**config.mk**
```make
export PLATFORM = sky130hd
export DESIGN_NAME = dmem_lsu_ctrl
export DESIGN_NICKNAME = d
export VERILOG_FILES = /design/src/rtl/dmem_lsu_ctrl.sv
export SDC_FILE = /design/constraint.sdc
export NUM_CORES = 1
export LEC_CHECK = 0
export ABC_AREA = 1
export BUFFER_PORTS_ARGS = -buffer_cell sky130_fd_sc_hd__buf_2
export CORE_MARGIN = 2
export CORE_UTILIZATION = 57
export CTS_CLUSTER_DIAMETER = 40
export DETAILED_ROUTE_END_ITERATION = 10
export PLACE_DENSITY = 0.86
export SLEW_MARGIN = 20
export SYNTH_ARGS = -nofsm -noshare
export SYNTH_HDL_FRONTEND = slang
export SYNTH_SLANG_ARGS = --single-unit
```
**constraint.sdc**
```tcl
create_clock -name clk -period 4.75 [get_ports clk]
set_input_delay 0.2375 -clock clk [delete_from_list [all_inputs] [get_ports clk]]
set_output_delay 0.2375 -clock clk [all_outputs]
set_load 0.01 [all_outputs]
```
**src/rtl/dmem_lsu_ctrl.sv**
```systemverilog
// Load/store sequencer for a byte-wide data memory with a word read view.
// Optional LSU_MISALIGN_EN makes misaligned half/word accesses legal.
module dmem_lsu_ctrl #(
  parameter int ADDR_WIDTH = 11
) (
  input  logic                  clk,
  input  logic                  rst,
  input  logic                  req_valid,
  output logic                  req_ready,
  input  logic                  req_we,
  input  logic [1:0]            req_size,
  input  logic                  req_unsigned,
  input  logic [ADDR_WIDTH-1:0] req_addr,
  input  logic [31:0]           req_wdata,
  output logic                  rsp_valid,
  output logic                  rsp_err,
  output logic [31:0]           rsp_rdata,
  output logic                  dmem_w_en,
  output logic [ADDR_WIDTH-1:0] dmem_addr,
  output logic [7:0]            dmem_w_data,
  input  logic [7:0]            dmem_r_data,
  input  logic [7:0]            dmem_byte0,
  input  logic [7:0]            dmem_byte1,
  input  logic [7:0]            dmem_byte2,
  input  logic [7:0]            dmem_byte3
);

  typedef enum logic [1:0] {IDLE, STORE, LOAD, RESP} state_t;

  state_t                  state, state_n;
  logic [ADDR_WIDTH-1:0]   base_q;
  logic [1:0]              size_q;
  logic                    uns_q;
  logic [31:0]             wdata_q;
  logic [1:0]              cnt_q, cnt_n, nxt, last_q;
  logic                    mis_req;
  logic [31:0]             word_sh, raw;
  logic                    w_en_n, rv_n, err_n;
  logic [ADDR_WIDTH-1:0]   addr_n;
  logic [7:0]              wd_n;
  logic [31:0]             rdata_n;
`ifdef LSU_MISALIGN_EN
  logic [31:0]             acc_q, acc_n;
  logic                    unal_q;
`endif

  function automatic logic [31:0] ext(
    input logic [31:0] r,
    input logic [1:0]  sz,
    input logic        u
  );
    logic s;
    s   = 1'b0;
    ext = r;
    case (sz)
      2'b00: begin
        s   = ~u & r[7];
        ext = {{24{s}}, r[7:0]};
      end
      2'b01: begin
        s   = ~u & r[15];
        ext = {{16{s}}, r[15:0]};
      end
      default: ext = r;
    endcase
  endfunction

  assign req_ready = (state == IDLE);
  assign nxt       = cnt_q + 2'd1;
  assign last_q    = (size_q == 2'b00) ? 2'd0 :
                     (size_q == 2'b01) ? 2'd1 : 2'd3;

`ifdef LSU_MISALIGN_EN
  assign mis_req = (req_size == 2'b11);
  assign unal_q  = ((size_q == 2'b01) & base_q[0]) |
                   ((size_q == 2'b10) & (base_q[1:0] != 2'b00));
`else
  assign mis_req = (req_size == 2'b11) |
                   ((req_size == 2'b01) & req_addr[0]) |
                   ((req_size == 2'b10) & (req_addr[1:0] != 2'b00));
`endif

  // Word view shifted so the addressed byte lands in bits [7:0]
  assign word_sh = {dmem_byte3, dmem_byte2, dmem_byte1, dmem_byte0}
                   >> {base_q[1:0], 3'b000};
  assign raw     = (size_q == 2'b00) ? {24'b0, dmem_r_data} : word_sh;

  always_comb begin
    state_n = state;
    cnt_n   = cnt_q;
    w_en_n  = 1'b0;
    rv_n    = 1'b0;
    err_n   = 1'b0;
    addr_n  = dmem_addr;
    wd_n    = dmem_w_data;
    rdata_n = 32'b0;
`ifdef LSU_MISALIGN_EN
    acc_n   = acc_q;
`endif
    case (state)
      IDLE: begin
        if (req_valid) begin
          cnt_n  = 2'd0;
          addr_n = req_addr;
`ifdef LSU_MISALIGN_EN
          acc_n  = 32'b0;
`endif
          if (mis_req) begin
            state_n = RESP;
            rv_n    = 1'b1;
            err_n   = 1'b1;
            addr_n  = dmem_addr;
          end else if (req_we) begin
            state_n = STORE;
            w_en_n  = 1'b1;
            wd_n    = req_wdata[7:0];
          end else begin
            state_n = LOAD;
          end
        end
      end
      STORE: begin
        if (cnt_q == last_q) begin
          state_n = RESP;
          rv_n    = 1'b1;
        end else begin
          cnt_n  = nxt;
          w_en_n = 1'b1;
          addr_n = base_q + ADDR_WIDTH'(nxt);
          wd_n   = wdata_q[8*nxt +: 8];
        end
      end
      LOAD: begin
`ifdef LSU_MISALIGN_EN
        if (unal_q) begin
          acc_n[8*cnt_q +: 8] = dmem_r_data;
          if (cnt_q == last_q) begin
            state_n = RESP;
            rv_n    = 1'b1;
            rdata_n = ext(acc_n, size_q, uns_q);
          end else begin
            cnt_n  = nxt;
            addr_n = base_q + ADDR_WIDTH'(nxt);
          end
        end else begin
          state_n = RESP;
          rv_n    = 1'b1;
          rdata_n = ext(raw, size_q, uns_q);
        end
`else
        state_n = RESP;
        rv_n    = 1'b1;
        rdata_n = ext(raw, size_q, uns_q);
`endif
      end
      RESP:    state_n = IDLE;
      default: state_n = IDLE;
    endcase
  end

  always_ff @(posedge clk or posedge rst) begin
    if (rst) begin
      state       <= IDLE;
      cnt_q       <= 2'd0;
      base_q      <= '0;
      size_q      <= 2'b00;
      uns_q       <= 1'b0;
      wdata_q     <= 32'b0;
      rsp_valid   <= 1'b0;
      rsp_err     <= 1'b0;
      rsp_rdata   <= 32'b0;
      dmem_w_en   <= 1'b0;
      dmem_addr   <= '0;
      dmem_w_data <= 8'b0;
`ifdef LSU_MISALIGN_EN
      acc_q       <= 32'b0;
`endif
    end else begin
      state       <= state_n;
      cnt_q       <= cnt_n;
      rsp_valid   <= rv_n;
      rsp_err     <= err_n;
      rsp_rdata   <= rdata_n;
      dmem_w_en   <= w_en_n;
      dmem_addr   <= addr_n;
      dmem_w_data <= wd_n;
`ifdef LSU_MISALIGN_EN
      acc_q       <= acc_n;
`endif
      if (state == IDLE && req_valid) begin
        base_q  <= req_addr;
        size_q  <= req_size;
        uns_q   <= req_unsigned;
        wdata_q <= req_wdata;
      end
    end
  end

endmodule

```
* After elaboration in Yosys (flattened, before gate mapping)
Index checks and enable logic that the tools add are counted.
** Operators by class
- Add/subtract/negate cells :: 2
- Reductions and logical operators :: 9
- Shift-type cells :: 2
- Bitwise logic cells :: 7
- Eq/ne operators :: 13
- Mux-type cells :: 32
** Operator list (count)
- 32-bit two-way mux :: 2
- 32-bit one-hot mux with 2 select lines :: 1
- 11-bit two-way mux :: 3
- 8-bit two-way mux :: 4
- 32-bit by 6-bit variable part select with 8-bit output :: 1
- 32-bit by 5-bit >> shifter with 32-bit output :: 1
- 11-bit one-hot mux with 2 select lines :: 1
- 2-bit two-way mux :: 8
- 8-bit one-hot mux with 2 select lines :: 1
- 11-bit by 2-bit adder with 11-bit output :: 1
- 2-bit == test, second input constant :: 4
- 1-bit two-way mux :: 8
- 2-bit != test, second input constant :: 4
- 2-bit one-hot mux with 4 select lines :: 1
- 2-bit by 1-bit == test with 1-bit output, second input constant :: 3
- 5-bit AND reduction :: 1
- 1-bit bitwise AND :: 4
- 2-bit zero test :: 2
- 2-bit one-hot mux with 2 select lines :: 1
- 4-bit AND reduction :: 1
- 2-bit nonzero test :: 2
- 1-bit one-hot mux with 3 select lines :: 1
- 3-bit AND reduction :: 1
- 2-bit by 1-bit adder with 2-bit output, second input constant :: 1
- 7 further kinds :: 8
** Storage, ports and cells
- Register bits :: 104
- Output and inout bits :: 55
- Word-level logic and storage cells :: 77
- Input bits :: 90

* Longest topological paths before layout
- Depth in word-level cells :: 7
- Depth in mapped cells :: 12
- Depth with buffers taken out :: 12

* Least setup slack after synthesis
No wires, ideal clock.
- Path type :: flip-flop to flip-flop
- Start point :: register cnt_q[0]
- End point :: register dmem_addr[8]
- Required time :: 4.633 ns
- Clock period less this slack :: 1.857 ns
- Cell stages (with the launch flop) :: 12
- Arrival time :: 1.740 ns
- Setup slack :: 2.893 ns
- Cells stage by stage :: dfrtp_1 > nor2_2 > nor2_1 > fa_1 > nand2_1 > nor2_1 > nand2_1 > nand2_1 > nand3_1 > o21ai_0 > nand2_1 > nand2_1
** Between the ends
- Word-level cells in the longest chain between the ends :: 4
- Elaborated cells between the ends (all ways) :: 7
- Those cells by class :: 2 x add/sub; 2 x eq/ne; 2 x mux; 1 x reduce/logical
** Ends and longest elaborated chain
- start, declared :: RTL line 35 : logic [1:0] cnt_q, cnt_n, nxt, last_q;
- start signal, assigned :: RTL line 180 : cnt_q <= cnt_n;
- 2-bit by 1-bit adder with 2-bit output :: RTL line 69 : assign nxt = cnt_q + 2'd1;
- 11-bit by 2-bit adder with 11-bit output :: RTL line 129 : addr_n = base_q + ADDR_WIDTH'(nxt);
- 11-bit two-way mux :: RTL line 123 : if (cnt_q == last_q) begin
- 11-bit one-hot mux with 2 select lines :: RTL line 100 : case (state)
- end signal, assigned :: RTL line 185 : dmem_addr <= addr_n;
- end, declared :: RTL line 19 : output logic [ADDR_WIDTH-1:0] dmem_addr,
Parallel ways exist; a longest one is shown, timed or not. The select of a mux whose other input is x is not followed.
A chain may end at the register's enable or synchronous reset.

* Worst setup path in the final report
- Start point :: register base_q[0]
- End point :: register rsp_rdata[17]
** Between the ends
- Word-level cells in the longest chain between the ends :: 5
- Elaborated cells between the ends (all ways) :: 6
- Those cells by class :: 1 x shift; 3 x mux; 2 x bitwise
** Ends and longest elaborated chain
- start, declared :: RTL line 31 : logic [ADDR_WIDTH-1:0] base_q;
- start signal, assigned :: RTL line 191 : base_q <= req_addr;
- 32-bit by 5-bit >> shifter with 32-bit output (*) :: RTL line 84 : assign word_sh = {dmem_byte3, dmem_byte2, dmem_byte1, dmem_byte0}
- 32-bit two-way mux (*) :: RTL line 86 : assign raw = (size_q == 2'b00) ? {24'b0, dmem_r_data} : word_sh;
- 1-bit bitwise AND (on tied branches) :: RTL line 61, 57
- 32-bit one-hot mux with 2 select lines (*) :: RTL line 55 : case (sz)
- 32-bit two-way mux (*) :: RTL line 100
- named net rdata_n[17] :: RTL line 41 : logic [31:0] rdata_n;
- end signal, assigned :: RTL line 183 : rsp_rdata <= rdata_n;
- end, declared :: RTL line 17 : output logic [31:0] rsp_rdata,
The timed path passes the listed nets; every way through them passes the cells marked *.

==> results.json <==
{
  "syn_nets": 761,
  "reg2reg_depth": 6,
  "path_clk_slew_ps": 110,
  "grt_max_degree": 56,
  "p_sw_w": 0.00188,
  "wl_met2_um": 6460,
  "worstSetupStartpointType": "flip-flop",
  "synthCells": 664,
  "ant_nets": 0,
  "r2r_end": "rsp_rdata[17]$_DFF_PP0_",
  "slew_headroom_pct": 44.1,
  "dp.final_hpwl_um": 9890,
  "synth.cell_area_um2": 5380,
  "ir_worst_vdd_mv": 0.313,
  "layout_common_cells": "nand2_1 (196), buf_2 (144), dfrtp_1 (104)",
  "regToRegStartpoint": "base_q[0]$_DFFE_PP0P_",
  "setup_ws_ps": 2210,
  "leakagePower_nw": 3.52,
  "die_w_um": 101,
  "top_layer_used": "met4",
  "arrival_ps": 2840,
  "tightest_slew_ps": 839,
  "grt_setup_unrepaired": "false",
  "ioPinCount": 145,
  "met3_wirelength_um": 916,
  "grt-ovfl-total": 0,
  "synth_cell_type_count": 31,
  "final_max_slew_viol_count": 0,
  "via_per_inst": 5.41,
  "fp.coreArea_um2": 9200,
  "hp-class": "input pin to flip-flop",
  "drive_gt1_share_pct": 27.0,
  "fin_util_pct": 68.4,
  "dr.first_iter.drc_count": 259,
  "wirelength_um": 13200,
  "cp-startpoint": "base_q[0]$_DFFE_PP0P_",
  "report.final.hold_viol_count": 0,
  "cts.path.max_buffers": 2,
  "drc": 0,
  "die_h_um": 101,
  "max_freq_ghz": 0.394,
  "fin_worst_skew_ps": 15.3,
  "place_area_um2": 6100,
  "holdWs_ps": 88.7,
  "seqPwrFrac_pct": 38.2,
  "cts_tree": "built",
  "r2r_slack_ps": 2210,
  "min_period_ps": 2540,
  "swShare_pct": 45.9,
  "p_comb_share_pct": 48.9,
  "power_density_nw_per_um2": 650,
  "pwr-share-clk_pct": 12.9,
  "intPower_w": 0.00221,
  "tns_ps": 0,
  "regArea_um2": 2600,
  "gp_congestion": 0.946,
  "firstDrtPassIters": 5,
  "ys_ff_latch": 104,
  "fin_nets": 889,
  "insertedDiodeCount": 0,
  "cts_resized": 0,
  "required_ps": 5050,
  "design_area_um2": 6290,
  "grt_use_total_pct": 26.9,
  "grt_first_pass_wirelength_um": 21800,
  "area_growth_pct": 17.0,
  "vias": 4911,
  "grt_pass1_vias": 4609,
  "outcome": "finished, final reports clean",
  "layout_commonest_cell": "nand2_1",
  "endpoint": "rsp_rdata[17]$_DFF_PP0_",
  "wl_met1_um": 5460,
  "post_cts_buffers": 0,
  "clock_latency_ps": 370,
  "htree_num_levels": 3,
  "row_count": 35,
  "cap_viol_max_count": 0,
  "crit_fanout": 31,
  "fin_crit_sh_pct": 53.4,
  "synth_area_per_cell_um2": 8.10,
  "antenna_found_initial": 0,
  "dieArea_um2": 10200,
  "pre_cts_ws_ps": 2290,
  "cts_root_buf": "clkbuf_8",
  "critPathKind": "flip-flop to flip-flop",
  "numCtsBuffers": 9,
  "fillers": 764,
  "final-setup-viol-count": 0,
  "yosys_warnings": 0,
  "crit_path_end_kind": "flip-flop",
  "port_buffers": 144,
  "multi_input_area_um2": 2340,
  "drt-wirelength-per-cell_um": 14.5,
  "clock_sinks": 104,
  "synth_seq_area_share_pct": 48.4,
  "start_util_pct": 58.5
}
## critical path: stages (launching register included)
cell and delay (ps):
dfrtp_1 860, inv_1 610, o211ai_1 400, nand3_2 130
nand2_4 90, nand2_4 190, nor2_1 180
## sequential cells by signal, summed over array words and instances, names as in the netlist
name         flops
base_q          11
cnt_q            2
dmem_addr       11
dmem_w_data      8
dmem_w_en        1
rsp_err          1
rsp_rdata       32
rsp_valid        1
size_q           2
state            2
uns_q            1
wdata_q         32
## logic make-up (layout without fill, tap and decap cells)
kind of cell | count (synthesis) | after routing | share of synthesized area (%)
and+or+nand+nor | 322 | 322 | 26.4
AOI/OAI and AO/OA | 109 | 109 | 11.1
DFF | 104 | 104 | 48.4
buffers and inverters | 101 | 234 | 8.07
muxes | 19 | 19 | 3.98
adders and majority gates | 7 | 7 | 1.77
xor gates and xnor gates | 2 | 2 | 0.326
## cells in the mapped netlist
master,count,area share [%]
nand2_1,197,14
dfrtp_1,104,48
inv_1,64,4.5
nor2_1,49,3.4
a21oi_1,46,4.3
nand3_1,46,4.3
o21ai_0,43,4.0
mux2_2,19,4.0
o211ai_1,18,2.5
clkbuf_1,15,1.0
nor2_4,11,2.3
buf_2,9,0.84
or2_2,8,0.93
ha_1,6,1.4
inv_2,4,0.28
buf_1,3,0.21
nand2_4,3,0.63
nand4_1,3,0.35
buf_6,2,0.42
nand3_2,2,0.37
nor2_2,2,0.23
buf_12,1,0.37
clkbuf_8,1,0.26
clkinv_1,1,0.070
fa_1,1,0.37
inv_4,1,0.12
o21bai_1,1,0.14
o31ai_1,1,0.14
or2_1,1,0.12
xnor2_1,1,0.16
xor2_1,1,0.16
## worst min path at each step
stage	startpoint	end	slack, ps	cells past startpoint
after CTS	req_wdata[13]	wdata_q[13]$_DFFE_PP0P_	80	2
after global placement	rst	dmem_addr[7]$_DFFE_PP0P_	350	2
after floorplan	req_valid	rsp_err$_DFF_PP0_	360	2
after detailed placement	rst	dmem_addr[9]$_DFFE_PP0P_	370	2
after global routing	req_wdata[19]	wdata_q[19]$_DFFE_PP0P_	80	2
final	req_wdata[12]	wdata_q[12]$_DFFE_PP0P_	90	2
## routing by layer
layer / vias to the layer above / GRT usage (%)
met5: - / 0
met2: 220 / 45.7
li1: 2373 / -
met1: 2288 / 35.6
met4: 0 / 9.15
met3: 30 / 4.14
## power groups by stage
| stage | clock network (W) | registers (W) | logic, W |
|---|---|---|---|
| finish | 0.000527 | 0.00156 | 0.00200 |
| global route | 0.000567 | 0.00161 | 0.00227 |
| CTS | 0.000534 | 0.00156 | 0.00200 |
| detailed placement | 0 | 0.00157 | 0.00199 |
| global placement | 0 | 0.00156 | 0.00192 |
| floorplan | 0 | 0.00156 | 0.00145 |
## final cells by class
| type | instances | area share [%] |
|---|---|---|
| repair buffers | 148 | 12.0 |
| clock buffers | 9 | 1.97 |
| inverters | 70 | 4.25 |
| flip-flops and latches | 104 | 41.4 |
| well taps | 111 | 2.21 |
| multi-input cells | 459 | 37.2 |
| clock inverters | 7 | 1.01 |
## metrics by stage
stage                     instances  total power [W]
after detailed placement        891          0.00357
after floorplan                 664          0.00301
final                           908          0.00409
after global placement          891          0.00348
after CTS                       908          0.00409
after global routing            908          0.00445
## repair_timing
item / CTS / global route
setup endpoints to repair: 0 / 0
hold buffers: 1 / 0
endpoints found under the hold margin: 49 / 0
Power figures use the tool's default switching activity.
